### config.mk
export PLATFORM = sky130hd
export DESIGN_NAME = nand_id_sequencer
export DESIGN_NICKNAME = d
export VERILOG_FILES = /design/src/rtl/nand_id_sequencer.sv
export SDC_FILE = /design/constraint.sdc
export NUM_CORES = 1
export LEC_CHECK = 0
export ABC_AREA = 1
export ABC_CLOCK_PERIOD_IN_PS = 3200
export CAP_MARGIN = 10
export CORE_MARGIN = 3
export CORE_UTILIZATION = 40
export DETAILED_ROUTE_END_ITERATION = 8
export PLACE_DENSITY = 0.74
export SLEW_MARGIN = 10
export SYNTH_ARGS = -nofsm -noshare
export SYNTH_HDL_FRONTEND = slang
export SYNTH_SLANG_ARGS = --single-unit
### constraint.sdc
create_clock -name clk -period 3.2 [get_ports clk]
set_input_delay 0.32 -clock clk [delete_from_list [all_inputs] [get_ports clk]]
set_output_delay 0.32 -clock clk [all_outputs]
set_load 0.05 [all_outputs]
### src/rtl/nand_id_sequencer.sv
// nand_id_sequencer: autonomous chip-enable / READ ID / byte fetch / chip-disable sequencer for nand_master
module nand_id_sequencer #(
  parameter int ID_BYTES = 5,
  parameter logic [7:0] ID_ADDR = 8'h00,
  parameter logic [7:0] CMD_ENABLE = 8'h09,
  parameter logic [7:0] CMD_READ_ID = 8'h03,
  parameter logic [7:0] CMD_GET_BYTE = 8'h0e,
  parameter logic [7:0] CMD_DISABLE = 8'h08,
  parameter int TIMEOUT_CYCLES = 1024
) (
  input  logic clk,
  input  logic nreset,
  input  logic start,
  output logic busy,
  output logic done,
  output logic error,
  output logic id_valid,
  output logic [8*ID_BYTES-1:0] id_out,
  output logic [7:0] nm_cmd,
  output logic [7:0] nm_data_in,
  output logic nm_activate,
  input  logic nm_busy,
  input  logic [7:0] nm_data_out
);
  typedef enum logic [2:0] {IDLE, ISSUE, SETTLE, WAIT, NEXT, FINISH} state_t;
  localparam logic [3:0] LAST = 4'(ID_BYTES + 2);
  localparam logic [15:0] TLIM = 16'(TIMEOUT_CYCLES - 1);
  state_t state_q, state_d;
  logic [3:0] step_q, step_d, nstep, idx;
  logic [15:0] cnt_q, cnt_d;
  logic busy_q, busy_d, err_q, err_d, val_q, val_d, tout, last, abort;
  logic [8*ID_BYTES-1:0] id_q, id_d;
  logic [7:0] cmd_q, cmd_d, din_q, din_d;
  always_comb begin
    state_d = state_q;
    step_d = step_q;
    cnt_d = cnt_q;
    busy_d = busy_q;
    err_d = err_q;
    val_d = val_q;
    id_d = id_q;
    cmd_d = cmd_q;
    din_d = din_q;
    nm_activate = 1'b0;
    abort = 1'b0;
    last = step_q == LAST;
    tout = cnt_q == TLIM;
    nstep = step_q + 4'd1;
    idx = step_q - 4'd2;
    if (state_q inside {ISSUE, SETTLE, WAIT}) cnt_d = cnt_q + 16'd1;
    case (state_q)
      IDLE: if (start) begin
        busy_d = 1'b1;
        err_d = 1'b0;
        val_d = 1'b0;
        id_d = '0;
        step_d = 4'd0;
        cnt_d = 16'd0;
        cmd_d = CMD_ENABLE;
        din_d = 8'h00;
        state_d = ISSUE;
      end
      ISSUE: if (!nm_busy) begin
        nm_activate = 1'b1;
        state_d = SETTLE;
      end else abort = tout;
      SETTLE: begin
        state_d = WAIT;
        abort = tout;
      end
      WAIT: if (!nm_busy) begin
        if (!last && step_q >= 4'd2) id_d[{idx, 3'b000} +: 8] = nm_data_out;
        state_d = NEXT;
      end else abort = tout;
      NEXT: if (last) state_d = FINISH;
      else begin
        step_d = nstep;
        cnt_d = 16'd0;
        cmd_d = nstep == LAST ? CMD_DISABLE : nstep == 4'd1 ? CMD_READ_ID : CMD_GET_BYTE;
        din_d = nstep == 4'd1 ? ID_ADDR : 8'h00;
        state_d = ISSUE;
      end
      FINISH: begin
        busy_d = 1'b0;
        val_d = ~err_q;
        state_d = IDLE;
      end
      default: state_d = IDLE;
    endcase
    if (abort) begin
      if (last) state_d = FINISH;
      else begin
        err_d = 1'b1;
        step_d = LAST;
        cnt_d = 16'd0;
        cmd_d = CMD_DISABLE;
        din_d = 8'h00;
        state_d = ISSUE;
      end
    end
  end
  always_ff @(posedge clk) begin
    if (!nreset) begin
      state_q <= IDLE;
      step_q <= '0;
      cnt_q <= '0;
      busy_q <= 1'b0;
      err_q <= 1'b0;
      val_q <= 1'b0;
      id_q <= '0;
      cmd_q <= '0;
      din_q <= '0;
    end else begin
      state_q <= state_d;
      step_q <= step_d;
      cnt_q <= cnt_d;
      busy_q <= busy_d;
      err_q <= err_d;
      val_q <= val_d;
      id_q <= id_d;
      cmd_q <= cmd_d;
      din_q <= din_d;
    end
  end
  assign busy = busy_q;
  assign done = state_q == FINISH;
  assign error = err_q;
  assign id_valid = val_q;
  assign id_out = id_q;
  assign nm_cmd = cmd_q;
  assign nm_data_in = din_q;
endmodule

==> impl_metrics.json, run 1 <==
{
  "hold_violations": 0,
  "cts_resized": 0,
  "seqPwrFrac_pct": 39.4,
  "wl_per_cell_um": 11.7,
  "yosys.cell_count.top_type": "nand2_1",
  "htree_levels": 3,
  "path_class": "reg -> reg",
  "dp_hpwl_um": 7030,
  "fin_cells": 794,
  "path_buf_inv": 2,
  "insertion_delay_ns": 0.35,
  "start_util_pct": 41.8,
  "cts_tree": "built",
  "first_pass_iters": 5,
  "cp_max_fo": 16,
  "min_path_type": "reg -> reg",
  "maxSlewViolCount": 0,
  "gr-total-overflow": 0,
  "dieArea_um2": 11100,
  "multiInputGateArea_um2": 1920,
  "max_slew.worst_pin.slew_ns": 0.607,
  "cap_violations": 0,
  "grt_usage_pct": 17.4,
  "antenna_found_initial": 0,
  "r2r-start": "step_q[0]",
  "power_leakage_nw": 2.07,
  "postCtsSetupBuffers": 0,
  "p_switching_mw": 1.24,
  "routed_wl_um": 9330,
  "switching_share_pct": 40.4,
  "peakVddDrop_v": 0.000235,
  "yosysTopAreaCellShare_pct": 41.7,
  "die_w_um": 105,
  "internal_power_mw": 1.84,
  "dp.cells": 779,
  "cts_max_path_buffers": 2,
  "clock-root-buffer": "clkbuf_8",
  "clock_skew_ns": 0.00899,
  "synth_area_um2": 3940,
  "fillCellCount": 929,
  "crit_slowest_cell": "dfxtp_1",
  "yosysTopAreaCell": "dfxtp_1",
  "drtAntennaViolNets": 0,
  "synth_cell_type_count": 28,
  "cpPeakStageDelay_ns": 0.59,
  "setup_ws_ns": 0.631,
  "grt_pass1_wl_um": 16100,
  "synth_common_cells": "159 x nand2_1, 107 x nor2_1, 82 x dfxtp_1, 74 x inv_1, 40 x nand3_1",
  "synth-async-reset-ratio_pct": 0,
  "die_y_um": 105,
  "timing.fmax_mhz": 389,
  "drc": 0,
  "p_per_area_nw_per_um2": 622,
  "cts_inserted_buffers": 9,
  "core-area_um2": 9420,
  "seq_area_um2": 1640,
  "clock_power_share_pct": 23.3,
  "hold_buffers": 0,
  "syn-instance-count": 590,
  "utilization_pct": 52.6,
  "clk_pin_slew_ns": 0.08,
  "power.total_mw": 3.08,
  "synth_area_per_cell_um2": 6.67,
  "status": "complete, no violations",
  "post-route-period-util_pct": 80.3,
  "yosysWarnings": 0,
  "setup-tns-final_ns": 0,
  "syn2layout_area_growth_pct": 25.8,
  "antenna-diode-count": 0,
  "clock_sinks": 82,
  "grt_max_degree": 32,
  "viasPerCell": 4.81,
  "crit_arrival_ns": 2.84,
  "setup-violations-final": 0,
  "post-route-min-period_ns": 2.57,
  "path_cells": "inv_2 -> ha_1 -> inv_1 -> nor2_2 -> nand4_1 -> nor2_1 -> nand2_1 -> a21oi_1",
  "cp-startpoint": "step_q[0]",
  "io_buffers": 72,
  "slew_headroom_pct": 59.4,
  "cp_data_required_time_ns": 3.47,
  "synthFlopType": "dfxtp_1",
  "drive_gt1_share_pct": 5.26,
  "synth_edf_count": 0,
  "ys_seq_area_share_pct": 41.7,
  "cp-end-kind": "flip-flop",
  "hold_path.startpoint": "nm_data_in[2]",
  "pwr-share-comb_pct": 37.3,
  "gp_congestion": 0.857,
  "ys_ff_latch": 82,
  "rsz0062_at_grt": "false",
  "critPathLaunchType": "flip-flop",
  "num_io_pins": 73,
  "routed-via-count": 3820,
  "synth_fp_nets": 611,
  "dp_slack_ns": 0.708,
  "yosys-top-cells-area": "dfxtp_1 42%, nand2_1 15%, nor2_1 10%",
  "rows": 35,
  "cpLargestDelayFamily": "simple AND/OR/NAND/NOR gates",
  "grt_pass1_vias": 3548,
  "drtIter0Drc": 326,
  "fin_nets": 682
}
## cells by family (layout without fill, tap and decap cells)
kind of cell / Yosys count / count (layout) / synth area share, %
AOI/OAI and AO/OA: 57 / 57 / 7.98
xor gates and xnor gates: 10 / 10 / 2.23
adders and majority gates: 9 / 9 / 2.86
buffers and inverters: 96 / 171 / 9.54
DFF: 82 / 82 / 41.7
and+or+nand+nor: 336 / 336 / 35.7
## power by group through the flow
stage	logic, mW	registers [mW]	clock network, mW
floorplan	0.498	1.56	0
global placement	1.13	1.23	0
detailed placement	1.15	1.24	0
CTS	1.15	1.22	0.729
global route	1.26	1.23	0.769
finish	1.15	1.21	0.717
## per-layer routing
| metal | up-vias | routed length (um) | GRT usage (%) |
|---|---|---|---|
| met5 | - | 0 | 0 |
| met4 | 0 | 166 | 6.75 |
| met3 | 17 | 449 | 3.46 |
| met2 | 105 | 4260 | 27.3 |
| met1 | 1728 | 4450 | 23.5 |
| li1 | 1970 | - | - |
## tightest hold or removal path: cells and delay by family, from the launching register on
| kind | cells | cell delay [ns] |
|---|---|---|
| buffers and inverters | 1 | 0.05 |
| DFF | 1 | 0.31 |
| and+or+nand+nor | 1 | 0.03 |
## worst paths after layout
path / depth (start not counted) / slack (ns) / endpoint
setup / recovery: 8 / 0.63 / id_out[37]
hold / removal: 2 / 0.43 / nm_data_in[2]
setup reg to reg: 8 / 0.63 / id_out[37]
hold reg to reg: 2 / 0.43 / nm_data_in[2]
## layout make-up
type	instances	share of cell area [%]
Clock buffer	10	2.58
Clock inverter	5	1.14
Inverter	82	6.22
Multi-Input combinational cell	412	38.8
Sequential cell	82	33.2
Tap cell	129	3.26
Timing Repair Buffer	74	14.9
## per-stage QoR
stage / hold WS, ns / area, um^2
finish: 0.428 / 4950
global route: 0.455 / 4950
CTS: 0.432 / 4950
detailed placement: 0.419 / 4760
global placement: 0.414 / 4760
floorplan: 0.447 / 3940
## registers in the layout, summed over array words and instances (netlist names)
signal and cells:
step_q 4, nm_cmd 8, id_out 40, cnt_q 16, error 1, id_valid 1, nm_data_in 8, state_q 3
busy 1
## layout by cell type, fill, tap and decap left out, types with 2 or more instances in the layout
| master | netlist | final |
|---|---|---|
| o21ai_1 | 2 | 2 |
| clkdlybuf4s50_1 | 0 | 72 |
| nand3b_1 | 4 | 4 |
| clkinv_1 | 2 | 2 |
| clkinv_2 | 0 | 2 |
| o21ai_0 | 9 | 9 |
| inv_1 | 74 | 74 |
| clkbuf_8 | 0 | 9 |
| xor2_1 | 10 | 10 |
| nand2_2 | 2 | 2 |
| buf_4 | 2 | 2 |
| or2_2 | 2 | 2 |
| nand3_1 | 40 | 40 |
| nor3_1 | 8 | 8 |
| nand2_1 | 159 | 159 |
| a211oi_1 | 2 | 2 |
| a21oi_1 | 37 | 37 |
| a31oi_1 | 5 | 5 |
| ha_1 | 9 | 9 |
| dfxtp_1 | 82 | 82 |
| nor2_1 | 107 | 107 |
| nor2_2 | 4 | 4 |
| nand4_1 | 7 | 7 |
| inv_2 | 6 | 6 |
(Power assumes the default switching activity.)
==> run 2: changes to the inputs <==
--- a/config.mk
+++ b/config.mk
@@ -6,7 +6,7 @@
 export NUM_CORES = 1
 export LEC_CHECK = 0
 export ABC_AREA = 1
-export ABC_CLOCK_PERIOD_IN_PS = 3200
+export ABC_CLOCK_PERIOD_IN_PS = 2550
 export CAP_MARGIN = 10
 export CORE_MARGIN = 3
 export CORE_UTILIZATION = 40
==> constraint.sdc (replaced) <==
create_clock -name clk -period 2.55 [get_ports clk]
set_input_delay 0.255 -clock clk [delete_from_list [all_inputs] [get_ports clk]]
set_output_delay 0.255 -clock clk [all_outputs]
set_load 0.05 [all_outputs]
==> run 2 against run 1 <==
  * Cell area about the same
  * Largest cell class unchanged
  * Utilization about the same
  * Via count up 0.99%
  * Sequential power up 26%
  * Hold slack better by 0.00062 ns
  * Sequential cell count unchanged
  * Combinational power up 26%
  * Critical path type is now reg -> out
  * Power up 24%
  * Critical path depth down 5
  * First-iteration DRC count down 1.8%
  * Clock skew up 0.0014 ns
  * Critical endpoint is now done
  * Clock-buffer cell count unchanged
==> impl_metrics.json, run 2 (synthesis results as in run 1) <==
{
  "start_util_pct": 41.8,
  "power_leakage_nw": 2.08,
  "wl_per_cell_um": 12.1,
  "critPathLaunchType": "flip-flop",
  "dp_hpwl_um": 7050,
  "r2r_end": "id_out[39]",
  "cts_tree": "built",
  "clk_pin_slew_ns": 0.08,
  "drtAntennaViolNets": 0,
  "hold_violations": 0,
  "final_common_cell": "nand2_1",
  "setup-tns-final_ns": 0,
  "timing.fmax_mhz": 412,
  "p_switching_mw": 1.58,
  "fin_area_um2": 4950,
  "clock-root-buffer": "clkbuf_8",
  "pwr-share-comb_pct": 37.9,
  "gp_congestion": 0.855,
  "die_y_um": 105,
  "layout_common_cells": "159 x nand2_1, 107 x nor2_1, 81 x dfxtp_1, 74 x inv_1, 72 x clkdlybuf4s50_1",
  "gr-total-overflow": 0,
  "path_cells": "inv_2 -> nor3_1 -> clkdlybuf4s50_1",
  "min_path_type": "reg -> reg",
  "hold_buffers": 0,
  "cpPeakStageDelay_ns": 0.89,
  "cap_violations": 0,
  "grt_pass1_vias": 3551,
  "core-area_um2": 9420,
  "crit_slowest_cell": "clkdlybuf4s50_1",
  "rsz0062_at_grt": "false",
  "io_buffers": 72,
  "fillCellCount": 912,
  "switching_share_pct": 41.4,
  "antenna_found_initial": 0,
  "htree_levels": 3,
  "slew_headroom_pct": 61.1,
  "clock_sinks": 82,
  "path_class": "reg -> out",
  "grt_pass1_wl_um": 16000,
  "fin_nets": 684,
  "grt_max_degree": 29,
  "cts_inserted_buffers": 9,
  "die_w_um": 105,
  "insertion_delay_ns": 0.35,
  "clock_power_share_pct": 22.0,
  "peakVddDrop_v": 0.000325,
  "num_io_pins": 73,
  "viasPerCell": 4.85,
  "cp-endpoint": "done",
  "antenna-diode-count": 0,
  "drtIter0Drc": 320,
  "cts_resized": 0,
  "cp-startpoint": "state_q[2]",
  "ff2ff_path_depth": 8,
  "status": "complete, no violations",
  "r2r-start": "step_q[1]",
  "largest_register_ffs": 40,
  "cts_max_path_buffers": 2,
  "setup-violations-final": 0,
  "routed-via-count": 3858,
  "post-route-min-period_ns": 2.43,
  "cp-end-kind": "output pin",
  "first_pass_iters": 6,
  "seqPwrFrac_pct": 40.0,
  "crit_arrival_ns": 2.17,
  "dieArea_um2": 11100,
  "maxSlewViolCount": 0,
  "drive_gt1_share_pct": 5.85,
  "r2r_slack_ns": 0.30,
  "routed_wl_um": 9650,
  "post-route-period-util_pct": 95.2,
  "cp_data_required_time_ns": 2.30,
  "p_per_area_nw_per_um2": 771,
  "cp_max_fo": 6,
  "max_slew.worst_pin.slew_ns": 0.584,
  "syn2layout_area_growth_pct": 25.8,
  "grt_usage_pct": 17.4,
  "place_area_um2": 4780,
  "rows": 35,
  "internal_power_mw": 2.23,
  "drc": 0,
  "postCtsSetupBuffers": 0,
  "clock_skew_ns": 0.0104
}
run 2: layout make-up:
class / count / area, um^2 / share of cell area [%]
inverter: 82 / 308 / 6.22
clock buffer: 10 / 138 / 2.78
tap: 129 / 161 / 3.26
multi-input combinational: 412 / 1920 / 38.8
sequential: 82 / 1640 / 33.2
clock inverter: 5 / 31.3 / 0.632
timing repair buffer: 76 / 751 / 15.2
run 2: power by group through the flow:
| stage | logic (mW) | clock network (mW) | registers (mW) |
|---|---|---|---|
| 5_1_grt | 1.59 | 0.913 | 1.55 |
| 6_report | 1.45 | 0.840 | 1.53 |
| 3_3_place_gp | 1.42 | 0 | 1.55 |
| 2_1_floorplan | 0.625 | 0 | 1.96 |
| 3_5_place_dp | 1.44 | 0 | 1.56 |
| 4_1_cts | 1.45 | 0.857 | 1.53 |
run 2: worst max-delay path: cells and delay by family (launching register included):
kind	cells	cell delay (ns)
buffers and inverters	2	0.99
AND/OR/NAND/NOR	1	0.37
flip-flops	1	0.45
run 2: worst min path at each step:
stage | startpoint | to | slack [ns] | cells past startpoint
floorplan | start | state_q[0] | 0.40 | 2
global placement | nm_data_in[1] | nm_data_in[1] | 0.42 | 2
detailed placement | nm_data_in[6] | nm_data_in[6] | 0.42 | 2
CTS | nm_data_in[6] | nm_data_in[6] | 0.43 | 2
global route | nm_cmd[6] | nm_cmd[6] | 0.45 | 2
finish | nm_data_in[2] | nm_data_in[2] | 0.43 | 2
run 2: per-stage QoR:
step / cells / hold WS [ns] / total power [mW] / setup WS [ns] / utilization, %
floorplan: 590 / 0.404 / 2.58 / 0.345 / -
global placement: 781 / 0.416 / 2.97 / 0.357 / 50.8
detailed placement: 781 / 0.419 / 3.00 / 0.213 / 50.8
CTS: 796 / 0.431 / 3.83 / 0.125 / 52.6
global route: 796 / 0.445 / 4.05 / 0.0204 / 52.6
finish: 796 / 0.428 / 3.81 / 0.122 / 52.6
run 2: per-layer routing:
layer | global-route usage, % | part of all wire, %
met1 | 23.2 | 47
met2 | 26.7 | 45
met3 | 3.46 | 5.9
met4 | 8.81 | 2.8
met5 | 0 | 0
==> RTL edit, RTL diff (config.mk and constraints of run 2) <==
Change the parameter `ID_BYTES` from 5 to 6.
--- a/src/rtl/nand_id_sequencer.sv
+++ b/src/rtl/nand_id_sequencer.sv
@@ -1,6 +1,6 @@
 // nand_id_sequencer: autonomous chip-enable / READ ID / byte fetch / chip-disable sequencer for nand_master
 module nand_id_sequencer #(
-  parameter int ID_BYTES = 5,
+  parameter int ID_BYTES = 6,
   parameter logic [7:0] ID_ADDR = 8'h00,
   parameter logic [7:0] CMD_ENABLE = 8'h09,
   parameter logic [7:0] CMD_READ_ID = 8'h03,
Interface: changed (resized id_out); port bits go from 73 to 81. The function was not compared with the original's and may differ.
==> RTL edit against run 2 <==
  * Maximum frequency increased by 8.6%
  * Synthesized area is 8.7% higher
  * Sequential cell count rose by 8
  * Clock skew increased by 0.00097 ns
  * Cell area is 9.5% higher
  * Worst setup slack improved by 0.19 ns
  * Power is 1.5% lower
  * Wire length increased by 9.8%
==> RTL edit: results (changes against run 2) <==
metric	value	unit	change
outcome	complete, no violations		unchanged
min_to	nm_data_in[1]		was nm_data_in[2]
p_leak	2.218	nW	was 2.077 nW
critical_path_arrival	2.48	ns	was 2.17 ns
synthAdderAreaFrac	2.340	%	was 2.862%
cp_max_fo	9		was 6
wl_per_cell	12.44	µm	was 12.12 µm
use_met1	24.53	%	was 23.20%
synth-xor-area-share	2.662	%	was 2.226%
met2_usage	30.69	%	was 26.68%
relSlewSlack	63.94	%	was 61.06%
synth_compound_area_share	6.142	%	was 7.981%
dr.first_iter.drc_count	195		was 320
placed_cell_area	0.005189	mm²	was 0.004780 mm²
stdcell_count	851		was 796
ys_top_cells_by_area	dfxtp_1 (42%), nand2_1 (13%), nor2_1 (10%)		was dfxtp_1 (42%), nand2_1 (15%), nor2_1 (10%)
r2r_slack	0.32	ns	was 0.30 ns
place_congestion	0.9350		was 0.8547
cellPowerDensity	693.5	mW/mm²	was 770.6 mW/mm²
final_net_count	730		was 684
via_per_inst	4.888		was 4.847
skew	0.01134	ns	was 0.01037 ns
synth_common_cells	nand2_1 (150), nor2_1 (117), dfxtp_1 (90)		was nand2_1 (159), nor2_1 (107), dfxtp_1 (82)
worstHoldStart	nm_data_in[1]		was nm_data_in[2]
clk_pin_slew	0.10	ns	was 0.08 ns
placed_cells	835		was 781
==> RTL edit: final cells by class <==
class                           instances  area (µm²)
Clock buffer                            9       123.9
Fill cell                            1020        4951
Tap cell                              136       170.2
Inverter                               79       296.5
Timing Repair Buffer                   86       848.3
Sequential cell                        90        1802
Clock inverter                          7       98.84
Multi-Input combinational cell        444        2079
==> RTL edit: kinds of logic after synthesis <==
kind of cell / Yosys count
and+or+nand+nor: 375
buffers and inverters: 99
DFF: 90
AOI/OAI and AO/OA: 48
xor gates and xnor gates: 13
adders and majority gates: 8
==> RTL edit: worst max path at each step <==
stage,from,depth (start not counted),endpoint
global route,step_q[1],10,id_out[16]
detailed placement,step_q[1],9,id_out[9]
global placement,step_q[1],9,id_out[45]
finish,step_q[1],8,id_out[7]
CTS,state_q[2],3,done
floorplan,step_q[0],12,id_out[33]
==> RTL edit: critical path, stage by stage, from the launching register on <==
cell and delay [ns]:
dfxtp_1 0.47, inv_1 0.13, ha_1 0.26, nand3_1 0.17, nand3_1 0.16, a21boi_4 0.34, nand2_1 0.29, inv_2 0.21
a21oi_1 0.09
==> RTL edit: metrics by stage <==
step | worst slack [ns] | utilization [%] | power [mW]
floorplan | 0.3887 | - | 2.412
global placement | 0.3650 | 50.04 | 2.694
detailed placement | 0.2351 | 50.04 | 2.720
CTS | 0.06525 | 52.18 | 3.796
global route | 0.02213 | 52.26 | 3.972
finish | 0.3152 | 52.26 | 3.758
==> RTL edit: power breakdown <==
part           internal [mW]  leakage, nW  total (mW)  switching [mW]
registers               1.52        0.732        1.59          0.0691
logic                  0.339         1.38        1.10           0.761
clock network          0.559        0.110        1.07           0.514
total                   2.41         2.22        3.76            1.34
==> RTL edit: layer usage <==
layer	routed length, µm	vias to the layer above
li1	-	2125
met1	4809	1884
met2	4885	136
met3	743	15
met4	149	0
met5	0	-
